==> config.mk <==
export PLATFORM = sky130hd
export DESIGN_NAME = p7_seq_alu
export DESIGN_NICKNAME = d
export VERILOG_FILES = /design/src/rtl/p7_seq_alu.sv
export SDC_FILE = /design/constraint.sdc
export NUM_CORES = 1
export LEC_CHECK = 0
export ABC_CLOCK_PERIOD_IN_PS = 4000
export CAP_MARGIN = 10
export CORE_MARGIN = 4
export CORE_UTILIZATION = 33
export DETAILED_ROUTE_END_ITERATION = 12
export DONT_BUFFER_PORTS = 1
export PLACE_DENSITY = 0.46
export SETUP_SLACK_MARGIN = 0.5
export SYNTH_ARGS = -nofsm -noshare
export SYNTH_HDL_FRONTEND = slang
export SYNTH_SLANG_ARGS = --single-unit
==> constraint.sdc <==
create_clock -name clk -period 4 [get_ports clk]
set_clock_uncertainty 0.05 [all_clocks]
set_input_delay 0.2 -clock clk [delete_from_list [all_inputs] [get_ports clk]]
set_output_delay 0.2 -clock clk [all_outputs]
set_load 0.1 [all_outputs]
==> src/rtl/p7_seq_alu.sv <==
// Registered ALU with N/V/Z/C status register and a WIDTH-cycle shift-add multiplier.
// state  | meaning
// S_IDLE | ready; single-cycle ops complete on the accepting edge
// S_MUL  | multiply in progress, one shift-add iteration per cycle
module p7_seq_alu #(
    parameter int WIDTH = 16
) (
    input  logic             clk,
    input  logic             reset,
    input  logic             in_valid,
    output logic             in_ready,
    input  logic [WIDTH-1:0] Ain,
    input  logic [WIDTH-1:0] Bin,
    input  logic [2:0]       ALUop,
    input  logic             loads,
    output logic             out_valid,
    output logic [WIDTH-1:0] out,
    output logic             N,
    output logic             V,
    output logic             Z,
    output logic             C
);
    localparam int SW = $clog2(WIDTH);

    localparam logic [2:0] OP_ADD = 3'b000;
    localparam logic [2:0] OP_SUB = 3'b001;
    localparam logic [2:0] OP_AND = 3'b010;
    localparam logic [2:0] OP_MVN = 3'b011;
    localparam logic [2:0] OP_LSL = 3'b100;
    localparam logic [2:0] OP_LSR = 3'b101;
    localparam logic [2:0] OP_ASR = 3'b110;
    localparam logic [2:0] OP_MUL = 3'b111;

    typedef enum logic {S_IDLE, S_MUL} state_t;

    state_t             state_q, state_d;
    logic [SW-1:0]      cnt_q;
    logic [2*WIDTH-1:0] acc_q, mcand_q, acc_nxt;
    logic [WIDTH-1:0]   mplier_q;
    logic               loads_q;
    logic               accept, is_mul, mul_last;
    logic [SW-1:0]      sh;
    logic [WIDTH:0]     sum, diff, lsl_t, lsr_t, asr_t;
    logic [WIDTH-1:0]   res;
    logic               res_v, res_c;

    assign in_ready = (state_q == S_IDLE);
    assign accept   = in_valid && in_ready;
    assign is_mul   = (ALUop == OP_MUL);
    assign mul_last = (state_q == S_MUL) && (cnt_q == SW'(WIDTH - 1));
    assign acc_nxt  = mplier_q[0] ? (acc_q + mcand_q) : acc_q;

    // Shifts carry one extra bit so the last bit shifted out lands in the spare position.
    always_comb begin
        sh    = Bin[SW-1:0];
        sum   = {1'b0, Ain} + {1'b0, Bin};
        diff  = {1'b0, Ain} - {1'b0, Bin};
        lsl_t = {1'b0, Ain} << sh;
        lsr_t = {Ain, 1'b0} >> sh;
        asr_t = $unsigned($signed({Ain, 1'b0}) >>> sh);
        res   = '0;
        res_v = 1'b0;
        res_c = 1'b0;
        case (ALUop)
            OP_ADD: begin
                res   = sum[WIDTH-1:0];
                res_c = sum[WIDTH];
                res_v = (Ain[WIDTH-1] == Bin[WIDTH-1]) && (sum[WIDTH-1] != Ain[WIDTH-1]);
            end
            OP_SUB: begin
                res   = diff[WIDTH-1:0];
                res_c = ~diff[WIDTH];
                res_v = (Ain[WIDTH-1] != Bin[WIDTH-1]) && (diff[WIDTH-1] != Ain[WIDTH-1]);
            end
            OP_AND: res = Ain & Bin;
            OP_MVN: res = ~Bin;
            OP_LSL: begin
                res   = lsl_t[WIDTH-1:0];
                res_c = lsl_t[WIDTH];
            end
            OP_LSR: begin
                res   = lsr_t[WIDTH:1];
                res_c = lsr_t[0];
            end
            OP_ASR: begin
                res   = asr_t[WIDTH:1];
                res_c = asr_t[0];
            end
            default: ;
        endcase
    end

    always_comb begin
        state_d = state_q;
        case (state_q)
            S_IDLE:  if (accept && is_mul) state_d = S_MUL;
            S_MUL:   if (mul_last) state_d = S_IDLE;
            default: state_d = S_IDLE;
        endcase
    end

    always_ff @(posedge clk) begin
        if (reset) state_q <= S_IDLE;
        else       state_q <= state_d;
    end

    always_ff @(posedge clk) begin
        if (reset) begin
            cnt_q     <= '0;
            acc_q     <= '0;
            mcand_q   <= '0;
            mplier_q  <= '0;
            loads_q   <= 1'b0;
            out       <= '0;
            out_valid <= 1'b0;
            N         <= 1'b0;
            V         <= 1'b0;
            Z         <= 1'b0;
            C         <= 1'b0;
        end else begin
            out_valid <= 1'b0;
            if (accept && is_mul) begin
                cnt_q    <= '0;
                acc_q    <= '0;
                mcand_q  <= {{WIDTH{1'b0}}, Ain};
                mplier_q <= Bin;
                loads_q  <= loads;
            end else if (accept) begin
                out       <= res;
                out_valid <= 1'b1;
                if (loads) begin
                    N <= res[WIDTH-1];
                    V <= res_v;
                    Z <= (res == '0);
                    C <= res_c;
                end
            end else if (state_q == S_MUL) begin
                cnt_q    <= cnt_q + SW'(1);
                acc_q    <= acc_nxt;
                mcand_q  <= mcand_q << 1;
                mplier_q <= mplier_q >> 1;
                // Final iteration: the full product is available combinationally in acc_nxt.
                if (mul_last) begin
                    out       <= acc_nxt[WIDTH-1:0];
                    out_valid <= 1'b1;
                    if (loads_q) begin
                        N <= acc_nxt[WIDTH-1];
                        V <= |acc_nxt[2*WIDTH-1:WIDTH];
                        Z <= (acc_nxt[WIDTH-1:0] == '0);
                        C <= 1'b0;
                    end
                end
            end
        end
    end
endmodule

# Word level (Yosys, flattened, before mapping)
# Cells that the tools add are included.
totals:
  regBits: 107
  inputBits: 39
  wordCells: 97
op_classes:
  reduce_logical: 18
  n_eq_ne: 14
  muxes: 39
  n_shift: 3
  bitwise: 6
  n_addsub: 4
op_table:
  columns: ["cell", "n"]
  rows:
  - ["$mux 16", 9]
  - ["$pmux 16 s7", 1]
  - ["$add 32x32->32", 1]
  - ["$logic_not 16->1", 2]
  - ["$mux 32", 1]
  - ["$mux 1", 25]
  - ["$add 16x16->17", 1]
  - ["$shl 16x4->17", 1]
  - ["$shr 17x4->17", 1]
  - ["$sshr 17x4->17", 1]
  - ["$sub 16x16->17", 1]
  - ["$and 16x16->16", 1]
  - ["$not 16->16", 1]
  - ["$reduce_or 16->1", 1]
  - ["$eq 3x3->1 const B", 4]
  - ["$reduce_bool 2->1", 4]
  - ["$eq 3x2->1 const B", 2]
  - ["$logic_and 1x1->1", 5]
  - ["$pmux 1 s5", 1]
  - ["$reduce_and 5->1", 1]
  - ["$add 4x1->4 const B", 1]
  - ["$eq 4x4->1 const B", 1]
  - ["$not 1->1", 4]
  - ["$pmux 1 s2", 2]
  - ["other kinds (9)", 12]

# Depth between registers and ports, before layout
# Gate-level depths: netlist (run 1).
logic_depth:
  ltp_word: 7
  mapped_depth: 15

# Least setup slack after synthesis (run 1)
# Ideal clock, no wire load.
synth_path:
  path_type: "input port to flip-flop"
  start: "in Bin[1]"
  end: "reg Z"
  stages: 15
  required_ps: 3866
  setup_time_ps: 84
  slack_ps: 824
  path_buffers: 3
  t_arrival_ps: 3042
  path_cell_list: "buf_2 -> inv_1 -> buf_2 -> buf_2 -> ha_1 -> nand2b_1 -> a2111oi_2 -> nor4_1 -> o2111ai_1 -> nand3_1 -> xnor2_1 -> a211o_1 -> nor4_2 -> nand4b_1 -> o31ai_2"
synth_via:
  elab_chain_cells: 5
  elab_cells_between_ends: 11
  cone_classes: "add/sub: 2; shift: 3; mux: 3; bitwise: 2; reduce/logical: 1"
synth_lines:
  columns: ["item", "line", "text"]
  rows:
  - ["start, declared", "13", "input logic [WIDTH-1:0] Bin,"]
  - ["$sub 16x16->17, or another cell as far along", "57", "diff = {1'b0, Ain} - {1'b0, Bin};"]
  - ["$pmux 16 s7 *", "64", "case (ALUop)"]
  - ["$logic_not 16->1 *", "134", "Z <= (res == '0);"]
  - ["$mux 1 *", "131", "if (loads) begin"]
  - ["$mux 1 *", "128", "end else if (accept) begin"]
  - ["end signal, assigned", "134", null]
  - ["end signal, assigned", "149", "Z <= (acc_nxt[WIDTH-1:0] == '0);"]
  - ["end, declared", "20", "output logic Z,"]
# Mark *: on every way between the ends. The rest lies on a longest branch, timed or not. The select of a mux whose other input is x is not followed.
# A chain may end at the register's enable or synchronous reset.

# Worst setup path in the final report (run 1)
layout_path:
  start: "reg mcand_q[0]"
  end: "reg V"
layout_via:
  elab_chain_cells: 7
layout_lines:
  columns: ["item", "line", "text"]
  rows:
  - ["start, declared", "38", "logic [2*WIDTH-1:0] acc_q, mcand_q, acc_nxt;"]
  - ["start signal, assigned", "125", "mcand_q <= {{WIDTH{1'b0}}, Ain};"]
  - ["start signal, assigned", "140", "mcand_q <= mcand_q << 1;"]
  - ["$add 32x32->32", "51", "assign acc_nxt = mplier_q[0] ? (acc_q + mcand_q) : acc_q;"]
  - ["$mux 32", "51", null]
  - ["$reduce_or 16->1", "148", "V <= |acc_nxt[2*WIDTH-1:WIDTH];"]
  - ["$mux 1", "146", "if (loads_q) begin"]
  - ["$mux 1", "143", "if (mul_last) begin"]
  - ["$mux 1", "137", "end else if (state_q == S_MUL) begin"]
  - ["$mux 1", "128", null]
  - ["end signal, assigned", "133", "V <= res_v;"]
  - ["end signal, assigned", "148", null]
  - ["end, declared", "19", "output logic V,"]
# Every way passes these cells. The select of a mux whose other input is x is not followed.

==> results of run 1 <==
## metal layers
metal  wire (um)  share of wire  GRT usage  vias up
met3        2170          0.059     0.0410       55
met4         954          0.026     0.0484        0
met1       17400           0.47      0.315     4679
met5           0              0          0        -
met2       16200           0.44      0.336      301
li1            -              -          -     4696
## critical path: stages, from the launching register on
cell and delay (ns):
sky130_fd_sc_hd__dfxtp_1 0.36, sky130_fd_sc_hd__ha_1 0.17, sky130_fd_sc_hd__inv_1 0.06, sky130_fd_sc_hd__fa_1 0.41
sky130_fd_sc_hd__nor2b_1 0.17, sky130_fd_sc_hd__o211ai_1 0.16, sky130_fd_sc_hd__a21o_1 0.22, sky130_fd_sc_hd__o21a_1 0.23
sky130_fd_sc_hd__o41a_1 0.50, sky130_fd_sc_hd__xnor2_1 0.15, sky130_fd_sc_hd__mux2i_1 0.18, sky130_fd_sc_hd__o2111ai_1 0.13
sky130_fd_sc_hd__nor4bb_1 0.28, sky130_fd_sc_hd__a31oi_1 0.12
## cells in the mapped netlist (4+ instances only)
library cell	instances	area [um2]
sky130_fd_sc_hd__o41ai_1	4	35.0
sky130_fd_sc_hd__nand3_1	28	140
sky130_fd_sc_hd__nor3b_1	4	30.0
sky130_fd_sc_hd__buf_2	23	115
sky130_fd_sc_hd__mux4_2	10	225
sky130_fd_sc_hd__xor2_1	15	131
sky130_fd_sc_hd__buf_1	5	18.8
sky130_fd_sc_hd__o21bai_1	4	30.0
sky130_fd_sc_hd__xnor2_1	28	245
sky130_fd_sc_hd__dfxtp_1	107	2140
sky130_fd_sc_hd__nand2b_1	12	75.1
sky130_fd_sc_hd__o2111ai_1	9	78.8
sky130_fd_sc_hd__nor4_1	8	50.1
sky130_fd_sc_hd__o21a_1	10	75.1
sky130_fd_sc_hd__a211o_1	6	52.6
sky130_fd_sc_hd__mux2i_1	71	711
sky130_fd_sc_hd__inv_1	46	173
sky130_fd_sc_hd__a211oi_1	39	293
sky130_fd_sc_hd__o31ai_1	5	37.5
sky130_fd_sc_hd__nor2_1	153	574
sky130_fd_sc_hd__ha_1	66	826
sky130_fd_sc_hd__nand2_1	122	458
sky130_fd_sc_hd__clkbuf_1	58	218
sky130_fd_sc_hd__o211ai_1	19	143
sky130_fd_sc_hd__and3_1	6	37.5
sky130_fd_sc_hd__o21ai_0	54	270
sky130_fd_sc_hd__mux2_2	12	135
sky130_fd_sc_hd__nor2b_1	17	106
sky130_fd_sc_hd__o21ai_1	12	60.1
sky130_fd_sc_hd__o211a_1	5	50.1
sky130_fd_sc_hd__nor3_1	27	135
sky130_fd_sc_hd__and2_1	6	37.5
sky130_fd_sc_hd__or3_1	5	31.3
sky130_fd_sc_hd__a21oi_1	146	731
sky130_fd_sc_hd__a221oi_1	6	52.6
sky130_fd_sc_hd__a21o_1	14	105
sky130_fd_sc_hd__nand4_1	12	75.1
sky130_fd_sc_hd__a31oi_1	13	81.3
sky130_fd_sc_hd__a22oi_1	32	240
## timing repair
item	4_1_cts	5_1_grt
setup endpoints to repair	0	1
gates resized for setup	0	1
endpoints found under the hold margin	52	0
hold buffers	28	0
## path summary, 6_finish.rpt
| kind | from | endpoint | slack [ns] | depth (start not counted) |
|---|---|---|---|---|
| worst max-delay path | mcand_q[0]$_SDFFE_PP0P_ | V$_SDFFE_PP0P_ | 0.67 | 13 |
| worst min-delay path | Bin[3] | mplier_q[3]$_SDFFE_PP0P_ | 0.008 | 2 |
| worst max register to register | mcand_q[0]$_SDFFE_PP0P_ | V$_SDFFE_PP0P_ | 0.67 | 13 |
| worst min register to register | mplier_q[5]$_SDFFE_PP0P_ | mplier_q[5]$_SDFFE_PP0P_ | 0.41 | 2 |
## where the power goes
part,total (W),internal (W),switching (W),leakage [nW]
Clock,0.000956,0.000514,0.000442,0.154
Sequential,0.00123,0.00109,0.000133,0.869
Combinational,0.000712,0.000276,0.000437,2.94
Total,0.00290,0.00188,0.00101,3.97
## per-stage QoR
step / instances / setup slack [ns] / hold WS (ns)
after floorplan: 1296 / 0.824 / 0.286
after CTS: 1649 / 0.655 / 0.0111
after detailed placement: 1605 / 0.703 / 0.236
after global routing: 1649 / 0.510 / 0.0205
final: 1649 / 0.665 / 0.00770
after global placement: 1605 / 0.743 / 0.232
## state kept, by name, summed over array words and instances (netlist names), 4 cells and up
signal    count
mplier_q     16
cnt_q         4
out          16
acc_q        32
mcand_q      32
## logic make-up after synthesis
logic type	after synthesis
mux	97
flops	107
buf+inv	137
simple gates	420
compound gates	423
xor+xnor	43
fa+ha+maj	69
## layout make-up
class                   count  area share
multi-input cells        1052       0.668
flip-flops and latches    107       0.202
well taps                 384      0.0453
repair buffers             43      0.0387
clock buffers              11      0.0229
inverters                  47      0.0166
clock inverters             5     0.00625
==> out/qor_table.md, run 1 <==
| Quantity | Value |
|---|---|
| Area fraction in and, or, nand and nor cells after synthesis | 0.195 |
| Max capacitance violation total | 0 |
| Total negative setup slack | 0 ns |
| Power per unit of standard cell area | 273 mW/mm2 |
| Aggregate global-route resource usage | 0.217 |
| Syn Inst Count | 1296 |
| Initial cell density of the core | 0.337 |
| Final standard cell utilization of the core | 0.366 |
| Tightest Pin Transition | 1.18 ns |
| I/O Buffers | 0 |
| Die span in x | 180 um |
| Synthesized area | 0.00979 mm2 |
| Result of the run | completed |
| Area enclosed by the die boundary | 0.0325 mm2 |
| Finished layout cell area | 0.0106 mm2 |
| Initial antenna violation count | 4 |
| Min Clock Period, post-route | 3.33 ns |
| Total number of clock tree sinks | 107 |
| Total overflow reported by the global router | 0 |
| Number of buffers created by CTS | 9 |
| Placer's final routability congestion estimate | 0.925 |
| Inserted Diodes | 0 |
| Post-route fraction of the period consumed by the critical path | 0.834 |
| Multi-input combinational cell area | 0.00709 mm2 |
| Number of nets with antenna violations after routing | 0 |
| Synthesized-area fraction occupied by ao, oa, aoi and oai cells | 0.284 |
| Setup bufs post-CTS | 0 |
| Count of flip-flops with a built-in enable after synthesis | 0 |
| Hold WC Path Type | in2reg |
| Leading cell types in the layout, fill and taps excluded | 151 x sky130_fd_sc_hd__nor2_1, 145 x sky130_fd_sc_hd__a21oi_1, 122 x sky130_fd_sc_hd__nand2_1, 105 x sky130_fd_sc_hd__dfxtp_1, 71 x sky130_fd_sc_hd__mux2i_1 |
| Warning count from the yosys run | 0 |
| Power after layout | 0.00290 W |
| Mapped Avg Cell Area | 7.55 um2 |
| Final Max Tran Viols | 0 |
| Xor and xnor area share after synthesis | 0.0385 |
| Drt drc | 0 |
| Crit end category | register |
| Final WL | 36.8 mm |
| Core Region | 0.0290 mm2 |
| Flop and latch count out of synthesis | 107 |
| Synth async-reset ratio | 0 |
| Launching element type of the critical path | register |
| Routed via count | 9731 |
| Bufs on Longest Clock Path | 2 |
| Sequential element share of the synthesized area | 0.219 |
| Clock transition at the registers of the reported paths | 0.08 ns |
| Io pins | 61 |
| Most frequent standard cell in the layout excluding fill and tap cells | sky130_fd_sc_hd__nor2_1 |
| Synth cell types | 86 |
| Final setup fails | 0 |
| Biggest fanout along the worst timing path | 3 |
| Layout cells sized above 1 | 0.0617 |
| Max-slew headroom at the worst pin | 0.214 |
| Syn nets | 1404 |
| Clk root buf | sky130_fd_sc_hd__clkbuf_16 |
| Crit path required time | 4.18 ns |
| Type of the worst setup path | reg2reg |
| Wire length of the first global-routing pass | 56.6 mm |
| Number of design-rule violations left by the first detailed-router iteration | 865 |
| Drt first pass iters | 6 |
| Hpwl dp | 27.4 mm |
| # H-tree levels | 3 |
| Dominant combinational cell family by area after synthesis | compound AO/OA/AOI/OAI gates |
| Skew-Pair Late Insertion Delay | 0.36 ns |
| Arrival time at the worst endpoint | 3.51 ns |
| Multiplexer share of the synthesized area | 0.114 |
| Maximum number of pins on one net before global-route repair | 69 |
| Main synth FF type | sky130_fd_sc_hd__dfxtp_1 |
| Maximum frequency from static timing analysis | 300 MHz |
| Fill cell total of the finished layout | 3108 |
| Routed len/inst | 22.3 um |
| Net count reported at finish | 1368 |
| Drt via density | 5.90 |
| Layout overhead on the synthesized area | 8.49% |
| Count of endpoints failing hold in the final timing report | 0 |
| Vias in the first global route | 9122 |
| Placed inst area | 0.0100 mm2 |
| Sequential cell area in the final layout | 0.00215 mm2 |
| Die boundary height | 180 um |
| Fraction of the mapped netlist area in adder cells | 0.0905 |
| Clock tree from TritonCTS | built |
| FP Rows | 62 |
| Static Leakage | 3.97 nW |
| VDD IR-drop max | 0.184 mV |
| Unrepaired setup endpoints after global routing | no |
Power figures use the tool's default switching activity.
==> run 2: changes to the inputs <==
ABC_AREA = 1   (was default)
ABC_CLOCK_PERIOD_IN_PS = 2800   (was 4000)
PLACE_DENSITY = 0.47   (was 0.46)
clock period = 2.8 ns   (was 4 ns; I/O delays follow)
==> run 2 against run 1 <==
Final cell count is 48% higher. Critical path depth is 3 higher. Combinational power is 94% higher. Fmax is 44% higher. Sequential cell count stayed put. Count of clock-buffer cells in the layout is 1 lower. Die area is 11% higher. Critical path type unchanged. Register-to-register slack worse by 0.17 ns. Synthesized cell count is 53% higher. Setup slack worse by 0.17 ns. Highest routed layer unchanged. Area after synthesis is 12% higher.
==> out/qor_table.md, run 2 <==
| Quantity | Value |
|---|---|
| Bufs on Longest Clock Path | 2 |
| Worst setup slack after layout | 0.492 ns |
| Drt drc | 0 |
| Synth cell types | 48 |
| Clock tree from TritonCTS | built |
| CP max stage delay | 0.36 ns |
| Most frequent standard cell in the layout excluding fill and tap cells | sky130_fd_sc_hd__nand2_1 |
| Share of the synthesized area in the top cell type | 0.237 |
| Crit end category | register |
| Net count reported at finish | 2107 |
| Main synth FF type | sky130_fd_sc_hd__dfxtp_1 |
| Power per unit of standard cell area | 332 mW/mm2 |
| Synth cell count leaders | 692 x sky130_fd_sc_hd__nand2_1, 283 x sky130_fd_sc_hd__inv_1, 225 x sky130_fd_sc_hd__nor2_1 |
| Dominant combinational cell family by area after synthesis | simple AND/OR/NAND/NOR gates |
| Result of the run | completed |
| Syn Inst Count | 1986 |
| Drt first pass iters | 6 |
| Maximum number of pins on one net before global-route repair | 80 |
| Register-to-Register Setup Slack | 0.49 ns |
| Number of nets with antenna violations after routing | 0 |
| Aggregate global-route resource usage | 0.239 |
| Flop and latch count out of synthesis | 107 |
| # H-tree levels | 3 |
| Fraction of the mapped netlist area in adder cells | 0.0809 |
| Post-route fraction of the period consumed by the critical path | 0.824 |
| Type of the worst setup path | reg2reg |
| Total number of clock tree sinks | 107 |
| Total overflow reported by the global router | 0 |
| Final standard cell utilization of the core | 0.397 |
| Sequential element share of the synthesized area | 0.196 |
| Biggest fanout along the worst timing path | 4 |
| Area fraction in and, or, nand and nor cells after synthesis | 0.404 |
| Hold WC Path Type | in2reg |
| Multiplexer share of the synthesized area | 0.00274 |
| Met3 wire length | 2.80 mm |
| I/O Buffers | 0 |
| Core Region | 0.0326 mm2 |
| Critical path buffers and inverters | 0 |
| Drt via density | 5.10 |
| Cell with the largest stage delay on the worst path | sky130_fd_sc_hd__dfxtp_2 |
| Clk root buf | sky130_fd_sc_hd__clkbuf_16 |
| Uppermost layer routed | met4 |
| Clock transition at the registers of the reported paths | 0.08 ns |
| Routed via count | 12500 |
| Regs by FF count | acc_q: 32 flops, mcand_q: 32 flops |
| Detailed-routing wirelength on met1 | 19.4 mm |
| Number of buffers created by CTS | 9 |
| FP Rows | 66 |
| Tightest Pin Transition | 1.10 ns |
| Number of design-rule violations left by the first detailed-router iteration | 981 |
| Unrepaired setup endpoints after global routing | yes |
| Synthesized area | 0.0109 mm2 |
| Max-slew headroom at the worst pin | 0.265 |
| Area enclosed by the die boundary | 0.0361 mm2 |
| Cell-by-cell trace of the critical path | ha_4 > nand2_2 > nor2_2 > nand3_1 > nand3b_1 > nand2_1 > nand2_1 > nand2_1 > nand3_1 > nand2_1 > nor2_1 > nand2_1 > nor2_1 > nand3_1 > nand2_1 > a21oi_1 |
| Warning count from the yosys run | 0 |
| Inserted Diodes | 0 |
| Total met2 wirelength after detailed routing | 20.7 mm |
| Dominant cell type by area after synthesis | sky130_fd_sc_hd__nand2_1 |
| Final Max Tran Viols | 0 |
| Layout overhead on the synthesized area | 18.2% |
| Initial cell density of the core | 0.336 |
| Launching element type of the critical path | register |
| Io pins | 61 |
| Mapped Avg Cell Area | 5.51 um2 |
| Maximum frequency from static timing analysis | 433 MHz |
| Die span in x | 190 um |
| Skew-Pair Late Insertion Delay | 0.37 ns |
| Max capacitance violation total | 0 |
| Initial antenna violation count | 1 |
| Final setup fails | 0 |
| Most repeated library cell on the critical path | sky130_fd_sc_hd__nand2_1 |
| Hpwl dp | 34.3 mm |
| Crit path required time | 3.00 ns |
| Leading cell types in the layout, fill and taps excluded | 644 x sky130_fd_sc_hd__nand2_1, 276 x sky130_fd_sc_hd__inv_1, 201 x sky130_fd_sc_hd__nor2_1, 122 x sky130_fd_sc_hd__nand3_1, 100 x sky130_fd_sc_hd__a21oi_1 |
| Vias in the first global route | 11700 |
| Cell family contributing the most delay on the critical path | simple AND/OR/NAND/NOR gates |
| Minimum setup slack after placement | 0.0463 ns |
| Total negative setup slack | 0 ns |
| Min Clock Period, post-route | 2.31 ns |
| Largest cells by area after synthesis | sky130_fd_sc_hd__nand2_1 24%, sky130_fd_sc_hd__dfxtp_1 20%, sky130_fd_sc_hd__inv_1 9.7%, sky130_fd_sc_hd__nor2_1 7.7%, sky130_fd_sc_hd__ha_1 7.5% |
| Xor and xnor area share after synthesis | 0.0152 |
| Final WL | 44.2 mm |
| Count of flip-flops with a built-in enable after synthesis | 0 |
| Synthesized-area fraction occupied by ao, oa, aoi and oai cells | 0.171 |
| VDD IR-drop max | 0.240 mV |
| Syn nets | 2094 |
| Wire length of the first global-routing pass | 67.7 mm |
| Static Leakage | 6.43 nW |
| Count of endpoints failing hold in the final timing report | 0 |
| Arrival time at the worst endpoint | 2.51 ns |
| Die boundary height | 190 um |
| Routed len/inst | 18.1 um |
| Layout cells sized above 1 | 0.145 |
| Synth async-reset ratio | 0 |
| Placer's final routability congestion estimate | 0.962 |
| Top-count cell post-synth | sky130_fd_sc_hd__nand2_1 |
run 2: changes by cell type after synthesis, sizes merged, moves of 41 or more:
cell	previous run	this run
a211oi	42	1
nand2	122	694
mux2i	71	3
inv	47	287
o21ai	67	117
nand3	28	132
nor2	153	230
run 2: path summary, 6_finish.rpt:
check             cells after the start                         to                      start
setup / recovery                     16             V$_SDFFE_PP0P_    mcand_q[8]$_SDFFE_PP0P_
hold / removal                        2    mcand_q[6]$_SDFFE_PP0P_                      reset
setup reg to reg                     16             V$_SDFFE_PP0P_    mcand_q[8]$_SDFFE_PP0P_
hold reg to reg                       2  mplier_q[15]$_SDFFE_PP0P_  mplier_q[15]$_SDFFE_PP0P_
run 2: where the power goes:
group,internal [W],leakage (nW),total [W],switching [W]
clock network,0.000637,0.140,0.00129,0.000652
registers,0.00157,0.896,0.00162,0.0000526
logic,0.000424,5.40,0.00138,0.000958
run 2: metrics by stage:
stage / cell area (um2) / std cells / power, W / hold WS (ns)
3_5_place_dp: 11500 / 2400 / 0.00292 / 0.168
4_1_cts: 12600 / 2442 / 0.00431 / 0.0108
3_3_place_gp: 11500 / 2400 / 0.00293 / 0.163
5_1_grt: 12900 / 2446 / 0.00454 / 0.0317
2_1_floorplan: 10900 / 1986 / 0.00260 / 0.239
6_report: 12900 / 2446 / 0.00429 / 0.0339
run 2: what timing repair did:
action | CTS | global route
hold endpoints to repair | 44 | 0
setup endpoints to repair | 19 | 19
pin swaps | 29 | 39
resized for setup | 131 | 100
hold buffers | 17 | 0
setup buffers | 9 | 4
run 2: layout make-up:
| type | count | area (um2) |
|---|---|---|
| Inverter | 288 | 1080 |
| Clock inverter | 6 | 43.8 |
| Multi-Input combinational cell | 1514 | 8130 |
| Fill cell | 3681 | 19700 |
| Clock buffer | 10 | 239 |
| Tap cell | 442 | 553 |
| Timing Repair Buffer | 79 | 658 |
| Sequential cell | 107 | 2230 |
run 2: kinds of logic after synthesis:
family / Yosys count
compound gates: 323
xor+xnor: 19
fa+ha+maj: 69
buf+inv: 365
flops: 107
mux: 3
simple gates: 1100
run 2: metal layers:
metal | track usage | vias to the layer above
met5 | 0 | -
met4 | 0.0724 | 0
met3 | 0.0466 | 64
met2 | 0.410 | 366
met1 | 0.305 | 5698
li1 | - | 6344
